## config.mk

```make
export PLATFORM = sky130hd
export DESIGN_NAME = mips_hazard_unit
export DESIGN_NICKNAME = d
export VERILOG_FILES = /design/src/rtl/mips_pipe_pkg.sv /design/src/rtl/mips_fwd_sel.sv /design/src/rtl/mips_hazard_unit.sv
export SDC_FILE = /design/constraint.sdc
export NUM_CORES = 1
export LEC_CHECK = 0
export CAP_MARGIN = 20
export CORE_MARGIN = 2
export CORE_UTILIZATION = 45
export CTS_CLUSTER_DIAMETER = 200
export DETAILED_ROUTE_END_ITERATION = 10
export DONT_BUFFER_PORTS = 1
export SYNTH_ARGS = -nofsm -noshare
export SYNTH_HDL_FRONTEND = slang
export SYNTH_SLANG_ARGS = --single-unit
export TNS_END_PERCENT = 30
```

## constraint.sdc

```tcl
create_clock -name clk -period 3.9 [get_ports clk]
set_input_delay 0.975 -clock clk [delete_from_list [all_inputs] [get_ports clk]]
set_output_delay 0.975 -clock clk [all_outputs]
set_load 0.02 [all_outputs]
```

## src/rtl/mips_pipe_pkg.sv

```systemverilog
`default_nettype none
// ============================================================================
// Module   : mips_pipe_pkg
// Brief    : Shared encodings for the MIPS pipeline hazard controller.
// Revision : 1.0 - initial release
// ============================================================================
package mips_pipe_pkg;

    localparam logic [1:0] FWD_REG = 2'b00;
    localparam logic [1:0] FWD_WB  = 2'b01;
    localparam logic [1:0] FWD_MEM = 2'b10;

    typedef enum logic [0:0] {
        MUL_IDLE = 1'b0,
        MUL_RUN  = 1'b1
    } mul_state_t;

endpackage : mips_pipe_pkg
`default_nettype wire

```

## src/rtl/mips_fwd_sel.sv

```systemverilog
`default_nettype none
// ============================================================================
// Module   : mips_fwd_sel
// Brief    : Priority forwarding select for one EX operand (MEM beats WB).
// Revision : 1.0 - initial release
// ============================================================================
module mips_fwd_sel
    import mips_pipe_pkg::*;
#(
    parameter int REG_AW = 5
) (
    input  logic              i_mem_reg_write,
    input  logic [REG_AW-1:0] i_mem_dest,
    input  logic              i_wb_reg_write,
    input  logic [REG_AW-1:0] i_wb_dest,
    input  logic [REG_AW-1:0] i_ex_src,
    output logic [1:0]        o_fwd
);

    always_comb begin
        o_fwd = FWD_REG;
        if (i_mem_reg_write && (i_mem_dest != '0) && (i_mem_dest == i_ex_src)) begin
            o_fwd = FWD_MEM;
        end else if (i_wb_reg_write && (i_wb_dest != '0) && (i_wb_dest == i_ex_src)) begin
            o_fwd = FWD_WB;
        end
    end

endmodule : mips_fwd_sel
`default_nettype wire

```

## src/rtl/mips_hazard_unit.sv

```systemverilog
`default_nettype none
// ============================================================================
// Module   : mips_hazard_unit
// Brief    : Forwarding, load-use/MUL stall, branch flush and event counters.
// Revision : 1.0 - initial release
// ============================================================================
module mips_hazard_unit
    import mips_pipe_pkg::*;
#(
    parameter int DATA_W  = 32,
    parameter int REG_AW  = 5,
    parameter int MUL_LAT = 4
) (
    input  logic              clk,
    input  logic              reset,
    input  logic [REG_AW-1:0] id_rs,
    input  logic [REG_AW-1:0] id_rt,
    input  logic              id_uses_rs,
    input  logic              id_uses_rt,
    input  logic [REG_AW-1:0] id_dest,
    input  logic              id_reg_write,
    input  logic              id_is_mul,
    input  logic [REG_AW-1:0] ex_rs,
    input  logic [REG_AW-1:0] ex_rt,
    input  logic [REG_AW-1:0] ex_dest,
    input  logic              ex_mem_read,
    input  logic              ex_is_mul,
    input  logic              mem_reg_write,
    input  logic [REG_AW-1:0] mem_dest,
    input  logic              wb_reg_write,
    input  logic [REG_AW-1:0] wb_dest,
    input  logic              mem_pc_src,
    output logic [1:0]        fwd_a,
    output logic [1:0]        fwd_b,
    output logic              pc_write,
    output logic              ifid_write,
    output logic              idex_bubble,
    output logic              ifid_flush,
    output logic              idex_flush,
    output logic              exmem_flush,
    output logic              mul_busy,
    output logic              mul_wb_en,
    output logic [REG_AW-1:0] mul_wb_dest,
    output logic [DATA_W-1:0] stall_cnt,
    output logic [DATA_W-1:0] flush_cnt
);

    localparam int c_NREG  = 2 ** REG_AW;
    localparam int c_CNT_W = (MUL_LAT > 1) ? $clog2(MUL_LAT) : 1;
    localparam logic [c_CNT_W-1:0] c_CNT_INIT = c_CNT_W'(MUL_LAT - 1);

    mul_state_t        r_state, w_state_nxt;
    logic [c_CNT_W-1:0] r_cnt, w_cnt_nxt;
    logic [c_NREG-1:0] r_busy, w_busy_nxt;
    logic [REG_AW-1:0] r_wb_dest, w_wb_dest_nxt;
    logic              w_mul_done;
    logic              w_load_use, w_mul_raw, w_mul_waw, w_mul_struct;
    logic              w_stall, w_stall_eff;
    logic [DATA_W-1:0] r_stall_cnt, r_flush_cnt;

    mips_fwd_sel #(.REG_AW(REG_AW)) u_fwd_a (
        .i_mem_reg_write (mem_reg_write),
        .i_mem_dest      (mem_dest),
        .i_wb_reg_write  (wb_reg_write),
        .i_wb_dest       (wb_dest),
        .i_ex_src        (ex_rs),
        .o_fwd           (fwd_a)
    );

    mips_fwd_sel #(.REG_AW(REG_AW)) u_fwd_b (
        .i_mem_reg_write (mem_reg_write),
        .i_mem_dest      (mem_dest),
        .i_wb_reg_write  (wb_reg_write),
        .i_wb_dest       (wb_dest),
        .i_ex_src        (ex_rt),
        .o_fwd           (fwd_b)
    );

    assign mul_busy = (r_state == MUL_RUN);

    always_comb begin
        w_load_use   = ex_mem_read && (ex_dest != '0) &&
                       ((id_uses_rs && (ex_dest == id_rs)) || (id_uses_rt && (ex_dest == id_rt)));
        w_mul_raw    = (r_busy[id_rs] && id_uses_rs) || (r_busy[id_rt] && id_uses_rt);
        w_mul_waw    = id_reg_write && r_busy[id_dest];
        w_mul_struct = id_is_mul && mul_busy;
        w_stall      = w_load_use || w_mul_raw || w_mul_waw || w_mul_struct;
        // A taken branch squashes the stalled instruction, so the flush wins.
        w_stall_eff  = w_stall && !mem_pc_src;
    end

    assign pc_write    = !w_stall_eff;
    assign ifid_write  = !w_stall_eff;
    assign idex_bubble = w_stall_eff;
    assign ifid_flush  = mem_pc_src;
    assign idex_flush  = mem_pc_src;
    assign exmem_flush = mem_pc_src;

    always_comb begin
        w_state_nxt   = r_state;
        w_cnt_nxt     = r_cnt;
        w_busy_nxt    = r_busy;
        w_wb_dest_nxt = r_wb_dest;
        w_mul_done    = 1'b0;
        case (r_state)
            MUL_IDLE: begin
                // Wrong-path MULs (issued under a taken branch) never start.
                if (ex_is_mul && !mem_pc_src && (ex_dest != '0)) begin
                    w_state_nxt         = MUL_RUN;
                    w_cnt_nxt           = c_CNT_INIT;
                    w_busy_nxt[ex_dest] = 1'b1;
                    w_wb_dest_nxt       = ex_dest;
                end
            end
            MUL_RUN: begin
                if (r_cnt == '0) begin
                    w_mul_done            = 1'b1;
                    w_state_nxt           = MUL_IDLE;
                    w_busy_nxt[r_wb_dest] = 1'b0;
                end else begin
                    w_cnt_nxt = r_cnt - 1'b1;
                end
            end
            default: w_state_nxt = MUL_IDLE;
        endcase
    end

    assign mul_wb_en   = w_mul_done;
    assign mul_wb_dest = r_wb_dest;

    always_ff @(posedge clk) begin
        if (reset) begin
            r_state     <= MUL_IDLE;
            r_cnt       <= '0;
            r_busy      <= '0;
            r_wb_dest   <= '0;
            r_stall_cnt <= '0;
            r_flush_cnt <= '0;
        end else begin
            r_state   <= w_state_nxt;
            r_cnt     <= w_cnt_nxt;
            r_busy    <= w_busy_nxt;
            r_wb_dest <= w_wb_dest_nxt;
            if (w_stall_eff) begin
                r_stall_cnt <= r_stall_cnt + DATA_W'(1);
            end
            if (mem_pc_src) begin
                r_flush_cnt <= r_flush_cnt + DATA_W'(1);
            end
        end
    end

    assign stall_cnt = r_stall_cnt;
    assign flush_cnt = r_flush_cnt;

endmodule : mips_hazard_unit
`default_nettype wire

```

==> impl_metrics.env, run 1 <==
export IMPL_cts_setup_buffers=0
export IMPL_start_util_pct=45.86
export IMPL_crit_type="in -> out"
export IMPL_fin_nets=748
export IMPL_regArea_mm2=0.002082
export IMPL_critical_path_slowest_cell="a2111oi_4"
export IMPL_peakVddDrop_uv=185.4
export IMPL_fin_setup_tns_ns=0
export IMPL_fin_crit_sh_pct=97.15
export IMPL_drive_above_1_share_pct=7.615
export IMPL_antenna_found_initial=1
export IMPL_crit_path_end_kind="output pin"
export IMPL_tightest_slew_ns=1.037
export IMPL_cts_tree="done"
export IMPL_track_usage_pct=22.68
export IMPL_cap_violations=0
export IMPL_grt_start_max_net_pins=107
export IMPL_cp_required_ns=2.92
export IMPL_yosysMostFrequentCell="dfxtp_1"
export IMPL_syn_area_mm2=0.006025
export IMPL_cts_max_level=3
export IMPL_core_mm2=0.01314
export IMPL_synthTopCellsByCount="104 x dfxtp_1, 66 x a21oi_1, 59 x nand2_1"
export IMPL_dr_pass1_iters=5
export IMPL_synthCells=715
export IMPL_drc_errors=0
export IMPL_drtAntennaViolNets=0
export IMPL_finalPower_w=0.002193
export IMPL_crit_chain="mux4_2, nand3_1, o21ai_0, a2111oi_4, nor3b_4, nor3_4, buf_4"
export IMPL_die_y_um=119.7
export IMPL_syn_to_final_growth_pct=6.293
export IMPL_hold_class="reg -> reg"
export IMPL_cts_root_buffer="clkbuf_16"
export IMPL_crit_arrival_ns=2.81
export IMPL_row_count=42
export IMPL_dp_hpwl_mm=11.91
export IMPL_wl_per_cell_um=18.84
export IMPL_grt_ovfl_total=0
export IMPL_dr_total_vias=5362
export IMPL_fin_area_mm2=0.006404
export IMPL_io_buffers=0
export IMPL_clockBufferDepth=2
export IMPL_outcome="finished, final reports clean"
export IMPL_cp_slowest_stage_delay_ns=0.48
export IMPL_synth_area_leaders="dfxtp_1 35%, a21oi_1 5.5%, xor2_1 5.1%"
export IMPL_hold_viol_final=0
export IMPL_yosysTopAreaCell="dfxtp_1"
export IMPL_clock_latency_ns=0.35
export IMPL_ys_async_sr_fraction_pct=0
export IMPL_grt_pass1_wl_mm=25.98
export IMPL_setup_viol=0
export IMPL_clock_skew_final_ns=0.007554
export IMPL_startpoint_type="primary input"
export IMPL_ys_seq_elements=104
export IMPL_die_area_mm2=0.01433
export IMPL_numCtsBuffers=9
export IMPL_power_density_mw_per_mm2=342.5
export IMPL_syn_num_nets=769
export IMPL_synth_edf_count=0
export IMPL_fmax_ghz=0.2639
export IMPL_multi_input_comb_area_mm2=0.003666
export IMPL_pin_count=132
export IMPL_wl_mm=16.45
export IMPL_drt_iter0_drc=517
export IMPL_synth_seq_area_share_pct=34.56
export IMPL_synth_ff_type="dfxtp_1"
export IMPL_grt_pass1_vias=5023
export IMPL_gp_congestion=0.9532
export IMPL_p_leak_nw=2.088
export IMPL_cts_resized=0
export IMPL_cts_sinks=104
export IMPL_drv_slew=0
export IMPL_synth_cell_types=59
export IMPL_vias_per_cell=6.142
export IMPL_place_area_mm2=0.006103
export IMPL_path_clk_slew_ns=0.06
export IMPL_cts_hold_buf=0
export IMPL_die_w_um=119.7
export IMPL_period_minus_slack_ns=3.789
export IMPL_yosysTopAreaCellShare_pct=34.56
export IMPL_rsz0062_at_grt="no"
export IMPL_avgSynthCellArea_um2=8.426
export IMPL_slew_headroom_pct=30.20
export IMPL_fillCellCount=1290
export IMPL_ys_warn_count=0
export IMPL_worstPathMaxFanout=11
export IMPL_fin_util_pct=48.74
[where the power goes]
group	switching (W)	internal (W)	leakage, nW	total, W
clock	0.000388	0.000551	0.143	0.000939
combinational	0.0000770	0.0000745	1.11	0.000151
sequential	0.0000294	0.00107	0.839	0.00110
total	0.000495	0.00170	2.09	0.00219
[critical path, delay by kind of cell]
family                 cells  cell delay, ns
AOI/OAI and AO/OA          2            0.61
muxes                      1            0.47
buffers and inverters      1            0.26
and+or+nand+nor            3            0.49
[final timing paths]
| path | slack, ns | start | depth (start not counted) | to |
|---|---|---|---|---|
| worst max-delay path | 0.11 | id_rt[0] | 7 | ifid_write |
| worst min-delay path | 0.50 | r_cnt[0] | 2 | r_cnt[0] |
| worst max register to register | 1.05 | stall_cnt[6] | 8 | stall_cnt[29] |
| worst min register to register | 0.50 | r_cnt[0] | 2 | r_cnt[0] |
[flip-flops by register name, indices dropped and copies added (netlist names)]
name / flops
r_cnt: 2
mul_busy: 1
stall_cnt: 32
mul_wb_dest: 5
flush_cnt: 32
r_busy: 32
[layout make-up]
cell class                      count  area share, %
Tap cell                          176          3.439
Sequential cell                   104          32.51
Antenna cell                        1        0.03908
Multi-Input combinational cell    553          57.25
Clock buffer                        9          3.517
Clock inverter                      4          1.133
Inverter                           16         0.9379
Timing Repair Buffer               10          1.172
[cells by family (layout without fill, tap and decap cells)]
family | count (synthesis) | count (layout) | synth area share [%]
DFF | 104 | 104 | 34.56
and+or+nand+nor | 290 | 290 | 26.06
muxes | 43 | 43 | 9.408
adders and majority gates | 3 | 3 | 0.6231
other | 0 | 1 | 0
buffers and inverters | 58 | 39 | 4.797
xor gates and xnor gates | 57 | 57 | 8.286
AOI/OAI and AO/OA | 160 | 160 | 16.26
[per-layer routing]
metal	track usage, %	up-vias	wire length (um)
met5	0	-	0
met4	8.603	0	314
met3	6.036	24	1368
met2	35.86	194	7637
met1	29.68	2584	7125
li1	-	2560	-
[layout by cell type, fill, tap and decap left out, types with 10 or more instances in the layout]
cell type	Yosys	layout
inv_1	15	15
nor2_1	55	55
nor4_1	14	14
and3_1	12	12
o31ai_1	10	10
nand3_1	34	34
buf_4	8	10
nor3_1	12	12
xor2_1	35	35
or4_1	12	12
o21ai_0	37	37
a21oi_1	66	66
or3_1	23	23
xnor2_1	22	22
nand2_1	59	59
dfxtp_1	104	104
mux2i_1	24	24
o21ai_1	15	15
mux4_2	10	10
nand4_1	18	18
[through the flow]
step	hold slack, ns	worst slack, ns	std cells
2_1_floorplan	0.4501	0.001230	715
3_3_place_gp	0.4662	0.1205	859
6_report	0.5032	0.1111	873
5_1_grt	0.5431	0.02147	873
4_1_cts	0.5057	0.1079	872
3_5_place_dp	0.4912	0.1151	859
Note: power is estimated with default switching activity, not from simulation.
==> run 2: changes to the inputs <==
--- a/config.mk
+++ b/config.mk
@@ -11,6 +11,7 @@
 export CTS_CLUSTER_DIAMETER = 200
 export DETAILED_ROUTE_END_ITERATION = 10
 export DONT_BUFFER_PORTS = 1
+export SKIP_LAST_GASP = 1
 export SYNTH_ARGS = -nofsm -noshare
 export SYNTH_HDL_FRONTEND = slang
 export SYNTH_SLANG_ARGS = --single-unit
==> results of run 2 <==
No change in the layout: final DEF, timing and power equal those of run 1.
==> run 3: changes to the inputs <==
--- a/config.mk
+++ b/config.mk
@@ -8,9 +8,10 @@
 export CAP_MARGIN = 20
 export CORE_MARGIN = 2
 export CORE_UTILIZATION = 45
-export CTS_CLUSTER_DIAMETER = 200
+export CTS_CLUSTER_DIAMETER = 120
 export DETAILED_ROUTE_END_ITERATION = 10
 export DONT_BUFFER_PORTS = 1
+export SETUP_SLACK_MARGIN = 0.5
 export SKIP_LAST_GASP = 1
 export SYNTH_ARGS = -nofsm -noshare
 export SYNTH_HDL_FRONTEND = slang
==> impl_metrics.env, run 3 (synthesis gave the netlist of run 1 again) <==
export IMPL_fin_util_pct=49.30
export IMPL_pin_count=132
export IMPL_wl_mm=16.36
export IMPL_outcome="finished, final reports clean"
export IMPL_hold_start="r_cnt[0]"
export IMPL_die_y_um=119.7
export IMPL_finalPower_w=0.002241
export IMPL_slew_headroom_pct=31.63
export IMPL_path_clk_slew_ns=0.07
export IMPL_critPathBufInv=1
export IMPL_grt_busiest_layer="met2"
export IMPL_dp_hpwl_mm=11.75
export IMPL_fin_crit_sh_pct=94.76
export IMPL_hold_class="reg -> reg"
export IMPL_cts_max_level=3
export IMPL_setup_viol=0
export IMPL_cap_violations=0
export IMPL_track_usage_pct=22.58
export IMPL_cts_sinks=104
export IMPL_fmax_ghz=0.2706
export IMPL_final_cell_mix="104 x dfxtp_1, 66 x a21oi_1, 59 x nand2_1"
export IMPL_cp_required_ns=2.92
export IMPL_final_common_cell="dfxtp_1"
export IMPL_antenna_found_initial=0
export IMPL_rsz0062_at_grt="yes"
export IMPL_syn_to_final_growth_pct=7.497
export IMPL_tightest_slew_ns=1.016
export IMPL_worstPathMaxFanout=5
export IMPL_layout_setup_ws_ns=0.2045
export IMPL_p_leak_nw=2.125
export IMPL_drive_above_1_share_pct=8.832
export IMPL_grt_pass1_wl_mm=25.70
export IMPL_globalRouteMet3Util_pct=7.510
export IMPL_cts_root_buffer="clkbuf_16"
export IMPL_wl_per_cell_um=18.63
export IMPL_use_met1_pct=29.77
export IMPL_cts_hold_buf=0
export IMPL_worstReg2RegStart="stall_cnt[6]"
export IMPL_io_buffers=0
export IMPL_row_count=42
export IMPL_drc_errors=0
export IMPL_die_area_mm2=0.01433
export IMPL_clockBufferDepth=2
export IMPL_dr_pass1_iters=5
export IMPL_power_density_mw_per_mm2=346.1
export IMPL_clock_latency_ns=0.35
export IMPL_fin_setup_tns_ns=0
export IMPL_dr_total_vias=5405
export IMPL_numCtsBuffers=9
export IMPL_vias_per_cell=6.156
export IMPL_period_minus_slack_ns=3.696
export IMPL_grt_pass1_vias=4970
export IMPL_crit_chain="nor2b_1, a22oi_1, and3_1, a31oi_1, a311oi_4, nor3_4, buf_6"
export IMPL_grtUsageMet2_pct=34.89
export IMPL_start_util_pct=45.86
export IMPL_gp_congestion=0.9325
export IMPL_grt_ovfl_total=0
export IMPL_peakVddDrop_uv=235.4
export IMPL_holdWs_ns=0.4805
export IMPL_drt_iter0_drc=581
export IMPL_cp_slowest_stage_delay_ns=0.45
export IMPL_crit_type="in -> out"
export IMPL_die_w_um=119.7
export IMPL_crit_arrival_ns=2.72
export IMPL_hold_viol_final=0
export IMPL_critical_path_slowest_cell="nor3_4"
export IMPL_crit_start="id_rs[0]"
export IMPL_drv_slew=0
export IMPL_fin_nets=751
export IMPL_grt_start_max_net_pins=107
export IMPL_startpoint_type="primary input"
export IMPL_crit_path_end_kind="output pin"
export IMPL_core_mm2=0.01314
export IMPL_cts_tree="done"
export IMPL_crit_family="simple AND/OR/NAND/NOR gates"
export IMPL_clock_skew_final_ns=0.008679
export IMPL_antenna_cells=0
export IMPL_drtAntennaViolNets=0
export IMPL_place_ws_ns=0.09713
## run 3: cell types whose count changed in the layout (fill, tap and decap cells not counted), sizes merged
cell / before / now
buf: 10 / 13
clkbuf: 9 / 12
clkinv: 1 / 2
clkinvlp: 1 / 0
diode: 1 / 0
## run 3: per-layer routing
metal	part of all wire (%)	wire, um
met1	43	7052
met2	46	7445
met3	10	1645
met4	1.3	218
met5	0	0
## run 3: timing repair
| action | in CTS | in global routing |
|---|---|---|
| setup endpoints to repair | 4 | 4 |
| setup buffers | 1 | 0 |
| gates resized for setup | 3 | 3 |
| pin swaps | 3 | 3 |
| gates cloned | 0 | 0 |
## run 3: metrics by stage
stage	instances	cell area [um2]
after floorplan	715	6078
after global placement	861	6127
after detailed placement	861	6127
after CTS	878	6466
after global routing	878	6476
final	878	6476
## run 3: worst register-to-register path, stage by stage, from the launching register on
cell and delay (ns):
dfxtp_1 0.55, and4_1 0.37, nand4_1 0.19, nor4_2 0.47
nand3_1 0.22, nor2_1 0.26, nand2_1 0.11, or4_1 0.47
a21oi_1 0.14
## run 3: path summary, 6_finish.rpt
kind | cells after the start | slack [ns] | end
worst max-delay path | 7 | 0.20 | pc_write
worst min-delay path | 2 | 0.48 | r_cnt[0]
worst max register to register | 8 | 1.06 | stall_cnt[29]
worst min register to register | 2 | 0.48 | r_cnt[0]
## run 3: report_power, final
part	switching (W)	internal, W
registers	0.0000295	0.00107
logic	0.0000776	0.0000787
clock network	0.000399	0.000583
## run 3: cell type report
type	instances	area, um2
fill	1271	6661
multi-input combinational	553	3685
sequential	104	2082
clock buffer	12	246.5
tap	176	220.2
timing repair buffer	13	105.1
clock inverter	4	77.57
inverter	16	60.06
